[src/rtl/xadc_conv_arbiter_if.sv]
// Requester and XADC-side signals of the conversion arbiter.
// slave: the arbiter side. master: the requester/ADC environment side.
// Carries level requests, grant/done/result, and the convst/eoc/data path.
interface xadc_conv_arbiter_if #(
  parameter int NB_DATA = 12
);
  logic [1:0]         i_req;
  logic [1:0]         o_grant;
  logic [1:0]         o_done;
  logic [NB_DATA-1:0] o_data;
  logic               o_timeout;
  logic               o_busy;
  logic               o_adc_convst;
  logic               i_adc_eoc;
  logic [15:0]        i_adc_data;

  modport slave (
    input  i_req, i_adc_eoc, i_adc_data,
    output o_grant, o_done, o_data, o_timeout, o_busy, o_adc_convst
  );

  modport master (
    output i_req, i_adc_eoc, i_adc_data,
    input  o_grant, o_done, o_data, o_timeout, o_busy, o_adc_convst
  );
endinterface

[src/rtl/xadc_conv_arbiter.sv]
// Round-robin share of the XADC event-mode path; averages 2^NB_AVG_LOG2 samples per grant.
// Latency: 1 + 2^NB_AVG_LOG2*(CONVST_CYCLES + eoc wait) + 1 cycles; all outputs registered.
// No backpressure: requests are level, sampled only in IDLE; eoc waits are bounded by TIMEOUT_CYCLES.
module xadc_conv_arbiter #(
  parameter int NB_DATA        = 12,
  parameter int NB_AVG_LOG2    = 2,
  parameter int CONVST_CYCLES  = 4,
  parameter int TIMEOUT_CYCLES = 1024
) (
  input logic                  clk,
  input logic                  i_rst,
  xadc_conv_arbiter_if.slave   bus
);

  localparam int ACC_W = NB_DATA + NB_AVG_LOG2;
  localparam int SW    = NB_AVG_LOG2 + 1;
  localparam int NSMP  = 1 << NB_AVG_LOG2;
  localparam int CMAX  = (CONVST_CYCLES > TIMEOUT_CYCLES) ? CONVST_CYCLES : TIMEOUT_CYCLES;
  localparam int CW    = $clog2(CMAX + 1);

  typedef enum logic [1:0] {
    S_IDLE     = 2'd0,
    S_CONVST   = 2'd1,
    S_WAIT_EOC = 2'd2,
    S_DONE     = 2'd3
  } state_t;

  state_t             state_q, state_d;
  logic [CW-1:0]      cyc_q, cyc_d;      // convst width counter, reused as eoc timeout counter
  logic [SW-1:0]      smp_q, smp_d;
  logic [ACC_W-1:0]   acc_q, acc_d;
  logic               owner_q, owner_d;  // 0 = sensor controller, 1 = debug
  logic               last_q, last_d;    // requester served most recently

  logic [1:0]         grant_d, done_d;
  logic [NB_DATA-1:0] data_d;
  logic               timeout_d, busy_d, convst_d;

  logic [NB_DATA-1:0] sample;
  logic [ACC_W-1:0]   acc_sum;

  assign sample  = bus.i_adc_data[15 -: NB_DATA];
  assign acc_sum = acc_q + ACC_W'(sample);

  // Next-state, counters, arbitration and next registered output values.
  always_comb begin
    state_d   = state_q;
    cyc_d     = cyc_q;
    smp_d     = smp_q;
    acc_d     = acc_q;
    owner_d   = owner_q;
    last_d    = last_q;
    done_d    = 2'b00;
    data_d    = bus.o_data;
    timeout_d = 1'b0;

    case (state_q)
      S_IDLE: begin
        if (|bus.i_req) begin
          // With both requesting, the one not served last wins.
          owner_d = (bus.i_req == 2'b11) ? ~last_q : bus.i_req[1];
          last_d  = owner_d;
          acc_d   = '0;
          smp_d   = '0;
          cyc_d   = '0;
          state_d = S_CONVST;
        end
      end
      S_CONVST: begin
        if (cyc_q == CW'(CONVST_CYCLES - 1)) begin
          cyc_d   = '0;
          state_d = S_WAIT_EOC;
        end else begin
          cyc_d = cyc_q + CW'(1);
        end
      end
      S_WAIT_EOC: begin
        // eoc is checked first so it wins a tie with the timeout.
        if (bus.i_adc_eoc) begin
          acc_d = acc_sum;
          smp_d = smp_q + SW'(1);
          cyc_d = '0;
          if (smp_q == SW'(NSMP - 1)) begin
            state_d = S_DONE;
            done_d  = owner_q ? 2'b10 : 2'b01;
            data_d  = acc_sum[NB_AVG_LOG2 +: NB_DATA];
          end else begin
            state_d = S_CONVST;
          end
        end else if (cyc_q == CW'(TIMEOUT_CYCLES - 1)) begin
          state_d   = S_DONE;
          done_d    = owner_q ? 2'b10 : 2'b01;
          data_d    = '0;
          timeout_d = 1'b1;
        end else begin
          cyc_d = cyc_q + CW'(1);
        end
      end
      default: begin
        state_d = S_IDLE;
      end
    endcase

    grant_d  = (state_d == S_IDLE) ? 2'b00 : (owner_d ? 2'b10 : 2'b01);
    busy_d   = (state_d != S_IDLE);
    convst_d = (state_d == S_CONVST);
  end

  // State, datapath and output registers; reset favours requester 0.
  always_ff @(posedge clk) begin
    if (i_rst) begin
      state_q          <= S_IDLE;
      cyc_q            <= '0;
      smp_q            <= '0;
      acc_q            <= '0;
      owner_q          <= 1'b0;
      last_q           <= 1'b1;
      bus.o_grant      <= 2'b00;
      bus.o_done       <= 2'b00;
      bus.o_data       <= '0;
      bus.o_timeout    <= 1'b0;
      bus.o_busy       <= 1'b0;
      bus.o_adc_convst <= 1'b0;
    end else begin
      state_q          <= state_d;
      cyc_q            <= cyc_d;
      smp_q            <= smp_d;
      acc_q            <= acc_d;
      owner_q          <= owner_d;
      last_q           <= last_d;
      bus.o_grant      <= grant_d;
      bus.o_done       <= done_d;
      bus.o_data       <= data_d;
      bus.o_timeout    <= timeout_d;
      bus.o_busy       <= busy_d;
      bus.o_adc_convst <= convst_d;
    end
  end

endmodule
[src/flat_wrapper.sv]
// flat-port wrapper written by rule: the top's interface ports become plain ports
module xadc_conv_arbiter_flat 
#(
  parameter int NB_DATA        = 12,
  parameter int NB_AVG_LOG2    = 2,
  parameter int CONVST_CYCLES  = 4,
  parameter int TIMEOUT_CYCLES = 1024
)
  (clk, i_rst, bus_i_req, bus_i_adc_eoc, bus_i_adc_data, bus_o_grant, bus_o_done, bus_o_data, bus_o_timeout, bus_o_busy, bus_o_adc_convst);
  xadc_conv_arbiter_if #(.NB_DATA(NB_DATA)) bus_i ();
  input logic clk;
  input logic i_rst;
  input wire logic [$bits(bus_i.i_req)-1:0] bus_i_req;
  input wire logic [$bits(bus_i.i_adc_eoc)-1:0] bus_i_adc_eoc;
  input wire logic [$bits(bus_i.i_adc_data)-1:0] bus_i_adc_data;
  output wire logic [$bits(bus_i.o_grant)-1:0] bus_o_grant;
  output wire logic [$bits(bus_i.o_done)-1:0] bus_o_done;
  output wire logic [$bits(bus_i.o_data)-1:0] bus_o_data;
  output wire logic [$bits(bus_i.o_timeout)-1:0] bus_o_timeout;
  output wire logic [$bits(bus_i.o_busy)-1:0] bus_o_busy;
  output wire logic [$bits(bus_i.o_adc_convst)-1:0] bus_o_adc_convst;
  assign bus_i.i_req = bus_i_req;
  assign bus_i.i_adc_eoc = bus_i_adc_eoc;
  assign bus_i.i_adc_data = bus_i_adc_data;
  assign bus_o_grant = bus_i.o_grant;
  assign bus_o_done = bus_i.o_done;
  assign bus_o_data = bus_i.o_data;
  assign bus_o_timeout = bus_i.o_timeout;
  assign bus_o_busy = bus_i.o_busy;
  assign bus_o_adc_convst = bus_i.o_adc_convst;
  xadc_conv_arbiter #(.NB_DATA(NB_DATA), .NB_AVG_LOG2(NB_AVG_LOG2), .CONVST_CYCLES(CONVST_CYCLES), .TIMEOUT_CYCLES(TIMEOUT_CYCLES)) u_core (.clk(clk), .i_rst(i_rst), .bus(bus_i));
endmodule
[config.mk]
export PLATFORM = sky130hd
export DESIGN_NAME = xadc_conv_arbiter_flat
export DESIGN_NICKNAME = d
export VERILOG_FILES = /design/src/rtl/xadc_conv_arbiter_if.sv /design/src/rtl/xadc_conv_arbiter.sv /design/src/flat_wrapper.sv
export SDC_FILE = /design/constraint.sdc
export NUM_CORES = 1
export LEC_CHECK = 0
export CORE_UTILIZATION = 45
export DETAILED_ROUTE_END_ITERATION = 10
export GPL_TIMING_DRIVEN = 0
export PLACE_DENSITY = 0.73
export SYNTH_ARGS = -nofsm -noshare
export SYNTH_HDL_FRONTEND = slang
export SYNTH_SLANG_ARGS = --single-unit
[constraint.sdc]
create_clock -name clk -period 3.5 [get_ports clk]
set_clock_uncertainty 0.1 [all_clocks]
set_input_delay 0.875 -clock clk [delete_from_list [all_inputs] [get_ports clk]]
set_output_delay 0.875 -clock clk [all_outputs]
set_load 0.02 [all_outputs]
==> run metrics <==
status=finished clean; non-filler cells, final=423; largest net degree at the start of global routing=15; Final setup viols=0; Leak=1.31 nW; largest family of logic cells by synthesized area=compound AO/OA/AOI/OAI gates; switching power=290 uW; Power Density=347 nW/um2; clock share of power=31.3%; Final HPWL DP=4340 um; Reg power frac=54.1%; first-pass detailed-route iteration total=4; n_diodes=0; combinational power share=14.6%; final hold violations=0; Compound-Gate Fraction of Synth Area=24.0%; Die Y=79.0 um; Synth Area in XOR/XNOR=3.29%; register area share after synthesis=38.3%; cts repair resizes=0; crit start category=input pin; Post-synth top flop=dfxtp_1; Layout area overhead=19.4%; cell area after layout=3180 um2; Syn Nets=351; Pint=816 uW; drc violations=0; crit end category=register; mux cell area share after synthesis=0.376%; core area=5610 um2; H-tree Lvls=2; clock buffer depth=2; Worst Path Required=3.64 ns; Final Core Density=56.8%; Skew-Pair Late Insertion Delay=0.31 ns; worst vdd ir=0.242 mV; Avg Cell Area, Syn=8.60 um2; Synth cell types=52; Crit Path Max Fanout=4; initial antenna violation count=0; R2R Setup Slk=0.95 ns; Initial Util=47.5%; vias per cell=5.46; worst slew pin tran=0.570 ns; min-delay worst type=register to register; Post-Synth Simple-Gate Area=20.5%; RSZ-0062 raised after global routing=false; Tmin final=3.27 ns; Switching Share=26.2%; Hold Startpoint=u_core.acc_q[0]; CTS Hold Bufs=0; vias in the first global route=2136; DIE AREA=6230 um2; Avg WL per Cell=13.8 um; starting DRC count in detailed routing=128; count of buffers from port buffering=34; biggest area consumer among synthesized cells=dfxtp_1; Tcrit/Tclk final=93.4%; Final GP Congestion=0.857; Clk pin slew, worst setup/hold paths=0.09 ns; NumNets Final=392; #FFs+latches synth=51; worst setup margin=0.229 ns; Slew Limit Fails=0; Max Cap Viol=0; grt ovf=0; top post-synthesis cells by area=dfxtp_1, ha_1, nor2_1; Post-CTS Setup Bufs=0; chip width=79.0 um; number of synthesized flops with an enable pin=0; Post-synth top cells=dfxtp_1, nor2_1, nand2_1, a21oi_1, o21ai_0; remaining antenna violation count=0; CTS tree=built; Top Ports=40; Synth warnings=0; Crit Reg-Reg Startpoint=u_core.acc_q[0]; row count=27; via count=2308; share of post-route cells with drive strength above 1=5.70%; Syn Std Cell Area=2670 um2; Placed Instance Area=3100 um2; top-count cell post-synth=dfxtp_1; Mapped Cells=310; Setup crit start=bus_i_adc_data[4]; DRT Wirelength=5820 um; DP Worst Slack=-0.0709 ns; CP arrival=3.41 ns; FMAX=306 MHz; CTS Buf Count=5; post-synthesis adder-cell area fraction=9.67%; clk sinks=51; max_slew headroom=62.0%; Synth top area share=38.3%; first-pass GRT wire length=9850 um; Post-synth ARST share=0%; GR Util All Layers=20.1%; Crit Path Category=input pin to register; Fill cells=521; dpl cells=416; CTS root buf=clkbuf_8
-- area by class of cell --
type	instances	area, um2	area share (%)
Timing Repair Buffer	34	340	10.7
Clock inverter	1	5.00	0.157
Inverter	13	48.8	1.53
Buffer	11	53.8	1.69
Tap cell	72	90.1	2.83
Multi-Input combinational cell	235	1540	48.4
Sequential cell	51	1020	32.1
Clock buffer	6	82.6	2.59
-- power groups by stage --
stage / clock [mW] / combinational, mW / sequential (mW)
after global placement: 0 / 0.157 / 0.612
after floorplan: 0 / 0.0903 / 0.621
after detailed placement: 0 / 0.160 / 0.612
final: 0.346 / 0.161 / 0.599
after global routing: 0.374 / 0.179 / 0.600
after CTS: 0.356 / 0.161 / 0.599
-- through the flow --
| step | TNS [ns] | hold slack (ns) | total power [mW] |
|---|---|---|---|
| after floorplan | 0 | 0.316 | 0.711 |
| after global placement | -0.0857 | 0.342 | 0.769 |
| after detailed placement | -0.0753 | 0.351 | 0.772 |
| after CTS | 0 | 0.364 | 1.12 |
| after global routing | 0 | 0.374 | 1.15 |
| final | 0 | 0.361 | 1.11 |
-- logic make-up after synthesis --
| group | Yosys count |
|---|---|
| xor+xnor | 10 |
| buf+inv | 24 |
| fa+ha+maj | 20 |
| mux | 1 |
| flops | 51 |
| compound gates | 93 |
| simple gates | 111 |
-- flip-flops by register name (all words and copies together) (netlist names) --
signal and cells:
u_core.acc_q 14, u_core.bus.o_adc_convst 1, u_core.bus.o_busy 1, u_core.bus.o_data 12, u_core.bus.o_done 2, u_core.bus.o_grant 2, u_core.bus.o_timeout 1, u_core.cyc_q 11
u_core.last_q 1, u_core.owner_q 1, u_core.smp_q 3, u_core.state_q 2
-- layout by cell type, fill, tap and decap left out, drive strengths merged, types with 3 or more instances in the layout --
cell type / Yosys / routed
o211ai: 7 / 7
and3: 5 / 5
a31oi: 4 / 4
inv: 13 / 13
a22oi: 6 / 6
a21o: 8 / 8
dfxtp: 51 / 51
nor3: 5 / 5
nand2: 25 / 25
nand3: 8 / 8
or3: 3 / 3
nor2b: 4 / 4
clkbuf: 4 / 10
o21ai: 20 / 20
buf: 7 / 7
a21oi: 20 / 20
xor2: 3 / 3
nor2: 38 / 38
and2: 3 / 3
o31ai: 3 / 3
clkdlybuf4s50: 0 / 34
a22o: 13 / 13
or2: 3 / 3
xnor2: 7 / 7
ha: 19 / 19
nand2b: 6 / 6
-- metal layers --
layer | vias to the layer above | global-route usage, % | part of all wire (%) | routed length [um]
met3 | 8 | 3.22 | 3.1 | 178
met4 | 0 | 6.55 | 1.2 | 72
met1 | 1062 | 27.3 | 51 | 2960
li1 | 1201 | - | - | -
met2 | 37 | 32.4 | 45 | 2620
met5 | - | 0 | 0 | 0
-- critical path: stages --
cell	delay (ns)
clkdlybuf4s50_1	0.48
ha_1	0.20
inv_1	0.06
fa_1	0.39
nand2b_1	0.18
a21oi_1	0.25
o311a_1	0.29
a221oi_1	0.15
or3_1	0.37
a31oi_1	0.16
-- final timing paths --
check | end | cells past startpoint
worst max-delay path | u_core.acc_q[12] | 10
worst min register to register | u_core.acc_q[0] | 2
worst max register to register | u_core.acc_q[12] | 9
worst min-delay path | u_core.acc_q[0] | 2
(Power assumes the default switching activity.)
